==> src/rtl/dac_spi_tx_if.sv <==
// ============================================================================
// dac_spi_tx_if : sample handshake between the filter chain and the DAC link
// Revision      : 1.0
// ============================================================================
`default_nettype none

interface dac_spi_tx_if #(
    parameter int WORD_SIZE = 12
);
    logic [WORD_SIZE-1:0] data_in;
    logic                 data_valid;
    logic                 ready;

    modport master (
        output data_in,
        output data_valid,
        input  ready
    );

    modport slave (
        input  data_in,
        input  data_valid,
        output ready
    );
endinterface

`default_nettype wire

==> src/rtl/dac_spi_tx.sv <==
// ============================================================================
// dac_spi_tx : one-sample buffer + 16-bit mode-0 SPI framer for a 12-bit DAC
// Revision   : 1.0
// ============================================================================
`default_nettype none

module dac_spi_tx #(
    parameter int         WORD_SIZE = 12,
    parameter logic [3:0] CMD       = 4'b0011,
    parameter int         CLK_DIV   = 4
) (
    input  wire logic         clock,
    input  wire logic         reset,
    dac_spi_tx_if.slave       smp,
    output logic              sclk,
    output logic              sdata,
    output logic              cs_n,
    output logic              busy,
    output logic              done,
    output logic              overrun
);

    localparam int         FRAME_W  = WORD_SIZE + 4;
    localparam int         BIT_W    = $clog2(FRAME_W);
    localparam logic [7:0] DIV_LAST = 8'(CLK_DIV - 1);

    typedef enum logic [2:0] {
        S_IDLE  = 3'd0,
        S_LEAD  = 3'd1,
        S_SHIFT = 3'd2,
        S_TRAIL = 3'd3,
        S_GAP   = 3'd4
    } state_t;

    state_t                 state;
    logic [WORD_SIZE-1:0]   buf_data;
    logic                   ready_r;
    logic [FRAME_W-2:0]     shreg;
    logic [7:0]             div_cnt;
    logic [BIT_W-1:0]       fall_cnt;

    logic                   w_div_end;
    logic                   w_start;
    logic [FRAME_W-1:0]     w_frame;

    assign smp.ready = ready_r;
    assign w_frame   = {CMD, buf_data};
    assign w_div_end = (div_cnt == DIV_LAST);
    // The gap's final edge doubles as an IDLE cycle so back-to-back frames lose nothing.
    assign w_start   = !ready_r && ((state == S_IDLE) || (state == S_GAP && w_div_end));

    always_ff @(posedge clock or posedge reset) begin
        if (reset) begin
            state    <= S_IDLE;
            buf_data <= '0;
            ready_r  <= 1'b1;
            shreg    <= '0;
            div_cnt  <= '0;
            fall_cnt <= '0;
            sclk     <= 1'b0;
            sdata    <= 1'b0;
            cs_n     <= 1'b1;
            busy     <= 1'b0;
            done     <= 1'b0;
            overrun  <= 1'b0;
        end else begin
            done <= 1'b0;

            if (smp.data_valid) begin
                if (ready_r) begin
                    buf_data <= smp.data_in;
                    ready_r  <= 1'b0;
                end else begin
                    overrun  <= 1'b1;
                end
            end

            if (w_start) begin
                shreg    <= w_frame[FRAME_W-2:0];
                sdata    <= w_frame[FRAME_W-1];
                ready_r  <= 1'b1;
                cs_n     <= 1'b0;
                sclk     <= 1'b0;
                busy     <= 1'b1;
                div_cnt  <= '0;
                fall_cnt <= '0;
                state    <= S_LEAD;
            end else begin
                case (state)
                    S_IDLE: begin
                        cs_n <= 1'b1;
                        sclk <= 1'b0;
                    end
                    S_LEAD: begin
                        if (w_div_end) begin
                            div_cnt <= '0;
                            sclk    <= 1'b1;
                            state   <= S_SHIFT;
                        end else begin
                            div_cnt <= div_cnt + 8'd1;
                        end
                    end
                    S_SHIFT: begin
                        if (w_div_end) begin
                            div_cnt <= '0;
                            sclk    <= ~sclk;
                            if (sclk) begin
                                if (fall_cnt == BIT_W'(FRAME_W - 1)) begin
                                    state <= S_TRAIL;
                                end else begin
                                    sdata    <= shreg[FRAME_W-2];
                                    shreg    <= shreg << 1;
                                    fall_cnt <= fall_cnt + 1'b1;
                                end
                            end
                        end else begin
                            div_cnt <= div_cnt + 8'd1;
                        end
                    end
                    S_TRAIL: begin
                        if (w_div_end) begin
                            div_cnt <= '0;
                            cs_n    <= 1'b1;
                            sdata   <= 1'b0;
                            done    <= 1'b1;
                            state   <= S_GAP;
                        end else begin
                            div_cnt <= div_cnt + 8'd1;
                        end
                    end
                    S_GAP: begin
                        if (w_div_end) begin
                            div_cnt <= '0;
                            busy    <= 1'b0;
                            state   <= S_IDLE;
                        end else begin
                            div_cnt <= div_cnt + 8'd1;
                        end
                    end
                    default: state <= S_IDLE;
                endcase
            end
        end
    end

endmodule

`default_nettype wire
==> src/flat_wrapper.sv <==
// flat-port wrapper written by rule: the top's interface ports become plain ports
module dac_spi_tx_flat 
#(
    parameter int         WORD_SIZE = 12,
    parameter logic [3:0] CMD       = 4'b0011,
    parameter int         CLK_DIV   = 4
)
  (clock, reset, sclk, sdata, cs_n, busy, done, overrun, smp_data_in, smp_data_valid, smp_ready);
  dac_spi_tx_if #(.WORD_SIZE(WORD_SIZE)) smp_i ();
  input  wire logic clock;
  input  wire logic reset;
  output logic sclk;
  output logic sdata;
  output logic cs_n;
  output logic busy;
  output logic done;
  output logic overrun;
  input wire logic [$bits(smp_i.data_in)-1:0] smp_data_in;
  input wire logic [$bits(smp_i.data_valid)-1:0] smp_data_valid;
  output wire logic [$bits(smp_i.ready)-1:0] smp_ready;
  assign smp_i.data_in = smp_data_in;
  assign smp_i.data_valid = smp_data_valid;
  assign smp_ready = smp_i.ready;
  dac_spi_tx #(.WORD_SIZE(WORD_SIZE), .CMD(CMD), .CLK_DIV(CLK_DIV)) u_core (.clock(clock), .reset(reset), .smp(smp_i), .sclk(sclk), .sdata(sdata), .cs_n(cs_n), .busy(busy), .done(done), .overrun(overrun));
endmodule
==> config.mk <==
export PLATFORM = sky130hd
export DESIGN_NAME = dac_spi_tx_flat
export DESIGN_NICKNAME = d
export VERILOG_FILES = /design/src/rtl/dac_spi_tx_if.sv /design/src/rtl/dac_spi_tx.sv /design/src/flat_wrapper.sv
export SDC_FILE = /design/constraint.sdc
export NUM_CORES = 1
export LEC_CHECK = 0
export ABC_AREA = 1
export ABC_CLOCK_PERIOD_IN_PS = 1700
export BUFFER_PORTS_ARGS = -buffer_cell sky130_fd_sc_hd__buf_2
export CAP_MARGIN = 25
export CORE_MARGIN = 2
export CORE_UTILIZATION = 24
export CTS_CLUSTER_SIZE = 10
export DETAILED_ROUTE_END_ITERATION = 8
export HOLD_SLACK_MARGIN = 0.1
export PLACE_DENSITY = 0.42
export SLEW_MARGIN = 20
export SYNTH_ARGS = -nofsm -noshare
export SYNTH_HDL_FRONTEND = slang
export SYNTH_SLANG_ARGS = --single-unit
==> constraint.sdc <==
create_clock -name clock -period 1.7 [get_ports clock]
set_input_delay 0.34 -clock clock [delete_from_list [all_inputs] [get_ports clock]]
set_output_delay 0.34 -clock clock [all_outputs]
set_load 0.05 [all_outputs]
# Word level (Yosys, flattened, before mapping)
# Index checks and enable logic that the tools add are counted.
[op_classes] n_addsub=2 n_mul=0 n_div=0 order_cmp=0 eq_ne=15 shifts=0 n_mux=40 n_bitwise=2 n_reduce_logical=23
[ops] op="two-way mux 15 bit" count=5
[ops] op="two-way mux 8 bit" count=3
[ops] op="two-way mux 3 bit" count=7
[ops] op="two-way mux 4 bit" count=5
[ops] op="!= test 3 x 1 -> 1 bit (second input constant)" count=6
[ops] op="two-way mux 1 bit" count=16
[ops] op="case mux 3 bit (5 select lines)" count=1
[ops] op="nonzero test 2 bit" count=6
[ops] op="adder 8 x 1 -> 8 bit (second input constant)" count=1
[ops] op="equality test 8 x 2 -> 1 bit (second input constant)" count=1
[ops] op="AND reduction 2 bit" count=4
[ops] op="AND reduction 7 bit" count=1
[ops] op="equality test 3 x 2 -> 1 bit (second input constant)" count=2
[ops] op="nonzero test 3 bit" count=2
[ops] op="AND reduction 5 bit" count=1
[ops] op="adder 4 x 1 -> 4 bit (second input constant)" count=1
[ops] op="equality test 4 bit (second input constant)" count=1
[ops] op="!= test 2 x 1 -> 1 bit (second input constant)" count=2
[ops] op="case mux 1 bit (2 select lines)" count=2
[ops] op="AND reduction 4 bit" count=1
[ops] op="nonzero test 4 bit" count=1
[ops] op="OR reduction 4 bit" count=1
[ops] op="equality test 3 x 1 -> 1 bit (second input constant)" count=1
[ops] op="equality test 3 bit (second input constant)" count=1
[ops] op="8 further kinds" count=10
[word_totals] register_bits=49 latch_bits=0 mem_bits_rw=0 mem_bits_ro=0 inputBits=15 out_inout_bits=7 mem_count=0

# Longest topological paths before layout
# Gate-level depths: netlist of the first run.
[depth] depth_word=6 depth_mapped=11 mapped_depth_nobuf=10

# Worst setup path before layout of the first run
# Ideal clock, no wire load.
[synth_timing] path_kind="flip-flop to flip-flop" from="register u_core.div_cnt[0]" to="register u_core.div_cnt[4]" setup_time_ps=118 arrival_ps=1400 path_slack_ps=182 path_stages_with_launch=11 period_less_slack_ps=1518 path_cell_list="dfrtp_1 ha_1 nand2_1 nor2_1 nand3_1 nand2_1 nand2_2 buf_6 buf_6 nand4_1 nand2_1"
[synth_between] elab_chain_cells=5
[synth_lines] element="start, declared" line_no="dac_spi_tx.sv:39" source="logic [7:0] div_cnt;"
[synth_lines] element="start signal, assigned" line_no="dac_spi_tx.sv:100" source="div_cnt <= div_cnt + 8'd1;"
[synth_lines] element="start signal, assigned" line_no="dac_spi_tx.sv:117" source="div_cnt <= div_cnt + 8'd1;"
[synth_lines] element="start signal, assigned" line_no="dac_spi_tx.sv:128" source="div_cnt <= div_cnt + 8'd1;"
[synth_lines] element="parallel branches: the longest is 5 deep, another holds adder 8 x 1 -> 8 bit"
# Parallel ways; which one is timed is not known. The select of a mux whose other input is x is not followed.
# A chain may end at the register's enable or synchronous reset.

# Worst setup path in the final report of the first run
[layout_timing] from="register u_core.div_cnt[1]" to="register u_core.shreg[14]"
[layout_between] elab_chain_cells=6
[layout_lines] element="equality test 8 x 2 -> 1 bit *" line_no="dac_spi_tx.sv:48" source="assign w_div_end = (div_cnt == DIV_LAST);"
[layout_lines] element="logical AND 1 bit" line_no="dac_spi_tx.sv:50" source="assign w_start = !ready_r && ((state == S_IDLE) || (state == S_GAP && w_div_end));"
[layout_lines] element="logical OR 1 bit" line_no="dac_spi_tx.sv:50"
[layout_lines] element="logical AND 1 bit" line_no="dac_spi_tx.sv:50"
[layout_lines] element="!= test 2 x 1 -> 1 bit (no source line) / nonzero test 2 bit (equally long branches)"
[layout_lines] element="AND reduction 4 bit (no source line)"
[layout_lines] element="end signal, assigned" line_no="dac_spi_tx.sv:79" source="shreg <= w_frame[FRAME_W-2:0];"
[layout_lines] element="end signal, assigned" line_no="dac_spi_tx.sv:112" source="shreg <= shreg << 1;"
[layout_lines] element="end, declared" line_no="dac_spi_tx.sv:38" source="logic [FRAME_W-2:0] shreg;"
# Mark *: on every way between the ends. The rest lies on a longest branch, timed or not.

==> results.py, run 1 <==
metrics = {
    "critical_path": {
        "ff2ff_setup_slack_ns": 0.15,
        "timing.critical_path.to_type": "flip-flop",
        "worstReg2RegEnd": "u_core.shreg[14]$_DFFE_PP0P_",
        "worst_r2r_startpoint": "u_core.div_cnt[1]$_DFFE_PP0P_",
        "cp_data_required_time_ns": 1.93,
        "worstPathMaxFanout": 7,
        "ff2ff_path_depth": 9,
        "worstSetupStartpointType": "flip-flop",
        "crit_arrival_ns": 1.78,
        "critPathKind": "flip-flop to flip-flop",
    },
    "clocking": {
        "cts.reportedPaths.clkPinSlew_ns": 0.10,
        "clock_sinks": 49,
        "cts_buffer_depth": 2,
        "cts_htree_levels": 2,
        "cts_buffers": 5,
        "cts-root-buf": "clkbuf_8",
        "clock_latency_ns": 0.31,
        "cts_tree": "yes",
    },
    "die": {
        "die_x_um": 106,
        "die_area_um2": 11300,
        "initial_utilization": 0.245,
        "core_area_um2": 10200,
        "die_h_um": 106,
        "rows": 37,
        "ios": 22,
    },
    "sta": {
        "post-route-period-util": 0.909,
        "period_minus_slack_ns": 1.55,
        "hold_viol": 0,
        "fin_skew_ns": 0.0118,
        "slew_violations": 0,
        "setup-tns-final_ns": 0,
        "fmax_ghz": 0.647,
        "worstMarginPinSlew_ns": 0.444,
        "setup_viol": 0,
        "slew-limit-headroom": 0.701,
        "rsz0062_at_grt": "no",
    },
    "synthesis": {
        "synth-edff-count": 0,
        "synth-main-ff-cell": "dfrtp_1",
        "yosys-top-cells-area": "dfrtp_1, nand2_1, nand3_1",
        "ys_ff_latch": 49,
        "synth_common_cells": "nand2_1, dfrtp_1, inv_1",
        "synth.cell_area_um2": 2510,
        "yosysSeqAreaShare": 0.490,
        "synth_top_area_frac": 0.469,
        "synth-async-reset-ratio": 1.00,
        "yosysMostFrequentCell": "nand2_1",
        "syn_area_per_cell_um2": 7.82,
        "syn_inst": 321,
        "ys.warnings.count": 0,
        "synth_nets": 338,
        "synth_area_leader_cell": "dfrtp_1",
        "yosys.cell_types.count": 32,
    },
    "final_layout": {
        "area_delta_synth_final_pct": 21.2,
        "fin_area_um2": 3040,
        "stdcell_count": 496,
        "drive_gt1_frac": 0.211,
        "multiInputGateArea_um2": 1060,
        "final_util": 0.297,
        "fill_cells": 1112,
        "num-nets-final": 376,
        "diodes": 0,
        "seqCellArea_um2": 1230,
    },
    "routing": {
        "wl_per_cell_um": 11.0,
        "drc": 0,
        "vias": 2104,
        "ant_nets": 0,
        "drt_iter0_markers": 55,
        "routed_wl_um": 5440,
        "vias_per_cell": 4.24,
        "drtPass1Iterations": 4,
    },
    "status": {
        "outcome": "complete, no violations",
    },
    "global_route": {
        "overflow": 0,
        "grt_pass1_wl_um": 9620,
        "grt_use_total": 0.104,
        "grt_pass1_vias": 1982,
        "grt_max_degree": 50,
        "antenna_found_initial": 0,
    },
    "worst_hold_path": {
        "min_path_type": "primary input to flip-flop",
        "holdPathEnd": "u_core.smp.ready$_DFFE_PP1P_",
        "min_from": "smp_data_valid",
        "hold_path_depth": 2,
    },
    "run": {
        "cap_violations": 0,
    },
    "placed_design": {
        "post-place-cells": 483,
        "dp_hpwl_um": 3740,
        "io_buffers": 21,
        "placed_area_um2": 2860,
        "routabilityCongestion": 0.848,
    },
    "power_and_ir_drop": {
        "vdd_drop_max_mv": 0.630,
        "p_leak_nw": 1.59,
        "powerDensity_nw_per_um2": 1680,
        "power.total_w": 0.00512,
    },
}
## report_power, final
part           switching [W]  internal [W]  leakage [nW]
clock network       0.000440      0.000301        0.0452
logic                0.00164      0.000922         0.965
registers           0.000223       0.00160         0.583
total                0.00230       0.00282          1.59
## placed cells by master, fill, tap and decap left out, types with 5 or more instances in the layout
cell type   n
a21oi_1    13
buf_2      21
clkbuf_8    5
buf_4      14
nand2_1    87
o21ai_0    15
nor2_2      7
dfrtp_1    46
nand3_1    36
inv_2       7
nor2_1     23
inv_1      38
nand4_1     6
## flip-flops by register name, summed over array words and instances, names as in the netlist
name	flops
u_core.buf_data	12
u_core.busy	1
u_core.cs_n	1
u_core.div_cnt	8
u_core.done	1
u_core.fall_cnt	4
u_core.overrun	1
u_core.sclk	1
u_core.sdata	1
u_core.shreg	15
u_core.smp.ready	1
u_core.state	3
## critical path, cell delays in order, from the launching register on
cell and delay [ns]:
dfrtp_1 0.38, ha_2 0.20, nand2_1 0.06, nor2_2 0.11
nand2_2 0.12, buf_4 0.17, nor2_4 0.14, buf_4 0.15
o21ai_0 0.07, nor2_1 0.09
## metal layers
| metal | GRT usage | up-vias | routed length [um] |
|---|---|---|---|
| met4 | 0.0235 | 0 | 28 |
| met2 | 0.161 | 30 | 2390 |
| met3 | 0.0239 | 2 | 159 |
| met5 | 0 | - | 0 |
| met1 | 0.148 | 977 | 2870 |
| li1 | - | 1095 | - |
## kinds of logic (layout without fill, tap and decap cells)
logic type / count (synthesis) / in the layout / synth area share
buf+inv: 56 / 95 / 0.0987
mux: 1 / 1 / 0.00449
simple gates: 170 / 170 / 0.296
xor+xnor: 4 / 4 / 0.0140
compound gates: 39 / 39 / 0.0873
flops: 49 / 49 / 0.490
fa+ha+maj: 2 / 2 / 0.00997
## layout make-up
| cell class | instances | area share |
|---|---|---|
| clock buffer | 5 | 0.0226 |
| clock inverter | 3 | 0.00823 |
| inverter | 46 | 0.0576 |
| multi-input combinational | 216 | 0.349 |
| sequential | 49 | 0.404 |
| tap | 136 | 0.0559 |
| timing repair buffer | 41 | 0.102 |
## worst max path at each step
stage	slack (ns)	depth (start not counted)	endpoint	startpoint
after floorplan	0.18	10	u_core.div_cnt[4]$_DFFE_PP0P_	u_core.div_cnt[0]$_DFFE_PP0P_
after global placement	0.05	9	u_core.state[0]$_DFFE_PP0P_	u_core.div_cnt[1]$_DFFE_PP0P_
after detailed placement	0.04	9	u_core.state[2]$_DFFE_PP0P_	u_core.div_cnt[1]$_DFFE_PP0P_
after CTS	0.009	9	u_core.state[2]$_DFFE_PP0P_	u_core.div_cnt[1]$_DFFE_PP0P_
after global routing	0.006	11	u_core.sdata$_DFFE_PP0P_	u_core.state[0]$_DFFE_PP0P_
final	0.15	9	u_core.shreg[14]$_DFFE_PP0P_	u_core.div_cnt[1]$_DFFE_PP0P_
## what timing repair did
item	in CTS	in global routing
gates resized for setup	0	19
buffers inserted	0	4
endpoints found under the setup margin	0	17
hold endpoints to repair	47	0
hold buffers	1	0
## per-stage QoR
step	hold WS, ns	worst slack, ns
floorplan	0.403	0.182
global placement	0.412	0.0488
detailed placement	0.407	0.0393
CTS	0.190	0.00869
global route	0.193	0.00584
finish	0.205	0.155
Power figures use the tool's default switching activity.
==> inputs of run 2 (changes only) <==
--- a/config.mk
+++ b/config.mk
@@ -5,16 +5,15 @@
 export SDC_FILE = /design/constraint.sdc
 export NUM_CORES = 1
 export LEC_CHECK = 0
-export ABC_AREA = 1
 export ABC_CLOCK_PERIOD_IN_PS = 1700
 export BUFFER_PORTS_ARGS = -buffer_cell sky130_fd_sc_hd__buf_2
 export CAP_MARGIN = 25
 export CORE_MARGIN = 2
-export CORE_UTILIZATION = 24
-export CTS_CLUSTER_SIZE = 10
+export CORE_UTILIZATION = 59
+export CTS_CLUSTER_SIZE = 30
 export DETAILED_ROUTE_END_ITERATION = 8
 export HOLD_SLACK_MARGIN = 0.1
-export PLACE_DENSITY = 0.42
+export PLACE_DENSITY = 0.82
 export SLEW_MARGIN = 20
 export SYNTH_ARGS = -nofsm -noshare
 export SYNTH_HDL_FRONTEND = slang
==> run 2 against run 1 <==
Routed wire length increased by 13%. Combinational power decreased by 93%. Die area decreased by 57%. First-iteration DRC count increased to 4.6 times the previous value.
==> results.py, run 2 <==
metrics = {
    "status": {
        "outcome": "complete, no violations",
    },
    "clocking": {
        "cts-root-buf": "clkbuf_8",
        "cts_tree": "yes",
        "cts_buffers": 5,
        "clock_latency_ns": 0.30,
        "cts.reportedPaths.clkPinSlew_ns": 0.09,
        "cts_buffer_depth": 2,
        "cts_htree_levels": 2,
        "clock_sinks": 49,
    },
    "final_layout": {
        "final_common_cell": "dfrtp_1",
        "largestRegisters": "u_core.shreg x15, u_core.buf_data x12, u_core.div_cnt x8",
        "drive_gt1_frac": 0.359,
        "largest_register_ffs": 15,
        "num-nets-final": 320,
        "largest-register": "u_core.shreg",
        "area_delta_synth_final_pct": 23.1,
        "diodes": 0,
        "layout_common_cells": "dfrtp_1, buf_4, nand3_1",
    },
    "synthesis": {
        "yosysMostFrequentCell": "dfrtp_1",
        "synth_top_area_frac": 0.464,
        "synth-edff-count": 0,
        "synth-main-ff-cell": "dfrtp_1",
        "synth_nets": 272,
        "synth.cell_area_um2": 2540,
        "synth_area_leader_cell": "dfrtp_1",
        "syn_area_per_cell_um2": 9.95,
        "syn_inst": 255,
        "yosys-top-cells-area": "dfrtp_1, nand3_1, mux2_2",
        "yosysSeqAreaShare": 0.484,
        "yosys.cell_types.count": 49,
        "synth-async-reset-ratio": 1.00,
        "synth_common_cells": "dfrtp_1, nand3_1, o21ai_0",
        "ys_ff_latch": 49,
        "ys.warnings.count": 0,
    },
    "sta": {
        "slew_violations": 0,
        "setup_viol": 0,
        "worstMarginPinSlew_ns": 0.512,
        "slew-limit-headroom": 0.658,
        "rsz0062_at_grt": "yes",
        "whs_ns": 0.275,
        "period_minus_slack_ns": 1.68,
        "worst_slack_ns": 0.0196,
        "fmax_ghz": 0.595,
        "post-route-period-util": 0.988,
        "fin_skew_ns": 0.00964,
        "hold_viol": 0,
    },
    "critical_path": {
        "cp_data_required_time_ns": 1.93,
        "critPathMaxStageDelay_ns": 0.49,
        "cpMaxStageDelayCell": "or4_4",
        "cp_cell_sequence": "ha_2 -> nor4b_4 -> buf_6 -> nand2_8 -> or4_4 -> a21oi_2",
        "worstSetupStartpointType": "flip-flop",
        "critPathKind": "flip-flop to flip-flop",
        "timing.critical_path.to_type": "flip-flop",
        "crit_arrival_ns": 1.91,
        "worstPathMaxFanout": 8,
    },
    "routing": {
        "top_layer_used": "met4",
        "wl_met2_um": 3090,
        "route.met3.wl_um": 297,
        "drtPass1Iterations": 5,
        "vias_per_cell": 6.41,
        "vias": 2268,
        "routed_wl_um": 6120,
        "met1_length_um": 2650,
        "drc": 0,
        "drt_iter0_markers": 252,
        "wl_per_cell_um": 17.3,
        "ant_nets": 0,
    },
    "die": {
        "initial_utilization": 0.625,
        "ios": 22,
        "die_x_um": 69.6,
        "die_area_um2": 4840,
        "core_area_um2": 4060,
        "die_h_um": 69.6,
        "rows": 23,
    },
    "power_and_ir_drop": {
        "swShare": 0.226,
        "combPwrFrac": 0.083,
        "p_int_w": 0.00167,
        "power.total_w": 0.00216,
        "p_leak_nw": 1.33,
        "vdd_drop_max_mv": 0.685,
        "p_sw_w": 0.000489,
        "clkPwrFrac": 0.301,
        "seq_power_share": 0.616,
        "powerDensity_nw_per_um2": 691,
    },
    "global_route": {
        "grt_pass1_wl_um": 9650,
        "grt_pass1_vias": 2106,
        "grt_use_total": 0.246,
        "overflow": 0,
        "grt_max_degree": 50,
        "antenna_found_initial": 0,
    },
    "placed_design": {
        "dp_hpwl_um": 3920,
        "post-place-ws_ns": -0.0145,
        "routabilityCongestion": 0.938,
        "io_buffers": 21,
    },
    "run": {
        "cap_violations": 0,
    },
    "worst_hold_path": {
        "min_path_type": "primary input to flip-flop",
    },
}
run 2: changes by cell type after synthesis, sizes merged, moves of 5 or more:
| cell | previous run | this run |
|---|---|---|
| inv | 46 | 7 |
| mux2 | 1 | 12 |
| nor2 | 31 | 6 |
| o21ai | 18 | 23 |
| nor3 | 3 | 14 |
| clkbuf | 1 | 12 |
| a31oi | 1 | 16 |
| nand2 | 91 | 14 |
| nand3 | 36 | 27 |
| nand4 | 7 | 2 |
run 2: worst paths after layout:
check                                         startpoint                              to  slack, ns  depth (start not counted)
hold reg to reg               u_core.overrun$_DFFE_PP0P_      u_core.overrun$_DFFE_PP0P_       0.51                          1
setup reg to reg           u_core.div_cnt[0]$_DFFE_PP0P_  u_core.fall_cnt[2]$_DFFE_PP0P_       0.02                          6
setup / recovery           u_core.div_cnt[0]$_DFFE_PP0P_  u_core.fall_cnt[2]$_DFFE_PP0P_       0.02                          6
min in group asynchronous                          reset   u_core.div_cnt[3]$_DFFE_PP0P_       0.62                          4
hold / removal                            smp_data_in[6]  u_core.buf_data[6]$_DFFE_PP0P_       0.28                          2
max in group asynchronous                          reset    u_core.smp.ready$_DFFE_PP1P_       0.81                          4
run 2: cell families (layout without fill, tap and decap cells):
logic type,count (synthesis),count (layout),synth area share
muxes,12,12,0.0533
and+or+nand+nor,87,87,0.192
adders and majority gates,3,3,0.0138
AOI/OAI and AO/OA,74,74,0.199
DFF,49,49,0.484
buffers and inverters,28,77,0.0508
xor gates and xnor gates,2,2,0.00690
run 2: worst max-delay path, delay by kind of cell, from the launching register on:
family | cells | cell delay (ns)
compound gates | 1 | 0.12
fa+ha+maj | 1 | 0.19
buf+inv | 1 | 0.17
flops | 1 | 0.37
simple gates | 3 | 0.77
run 2: final cells by class:
| cell class | count | area [um^2] |
|---|---|---|
| inverter | 8 | 30.0 |
| clock buffer | 8 | 80.1 |
| sequential | 49 | 1230 |
| fill | 264 | 935 |
| tap | 50 | 62.6 |
| multi-input combinational | 178 | 1240 |
| timing repair buffer | 61 | 478 |
run 2: per-layer routing:
| metal | track usage | up-vias |
|---|---|---|
| li1 | - | 1045 |
| met1 | 0.333 | 1116 |
| met2 | 0.408 | 95 |
| met3 | 0.0320 | 12 |
| met4 | 0.0850 | 0 |
| met5 | 0 | - |
run 2: power by group through the flow:
stage          registers [W]  logic (W)  clock network [W]
2_1_floorplan        0.00134   0.000126                  0
3_3_place_gp         0.00135   0.000173                  0
3_5_place_dp         0.00135   0.000180                  0
4_1_cts              0.00133   0.000181           0.000671
5_1_grt              0.00134   0.000200           0.000721
6_report             0.00133   0.000178           0.000651
run 2: repair_timing:
action | 4_1_cts | 5_1_grt
cloned | 0 | 1
buffers inserted | 2 | 3
resized for setup | 4 | 18
pin swaps | 1 | 4
hold buffers | 1 | 0
hold endpoints to repair | 47 | 0
setup endpoints to repair | 13 | 22
run 2: stage by stage:
step / TNS (ns) / util / instance area [um^2] / cells
floorplan: -0.446 / - / 2550 / 255
global placement: 0 / 0.715 / 2900 / 339
detailed placement: -0.0164 / 0.715 / 2900 / 339
CTS: -0.00834 / 0.744 / 3020 / 350
global route: -0.930 / 0.770 / 3120 / 354
finish: 0 / 0.770 / 3120 / 354
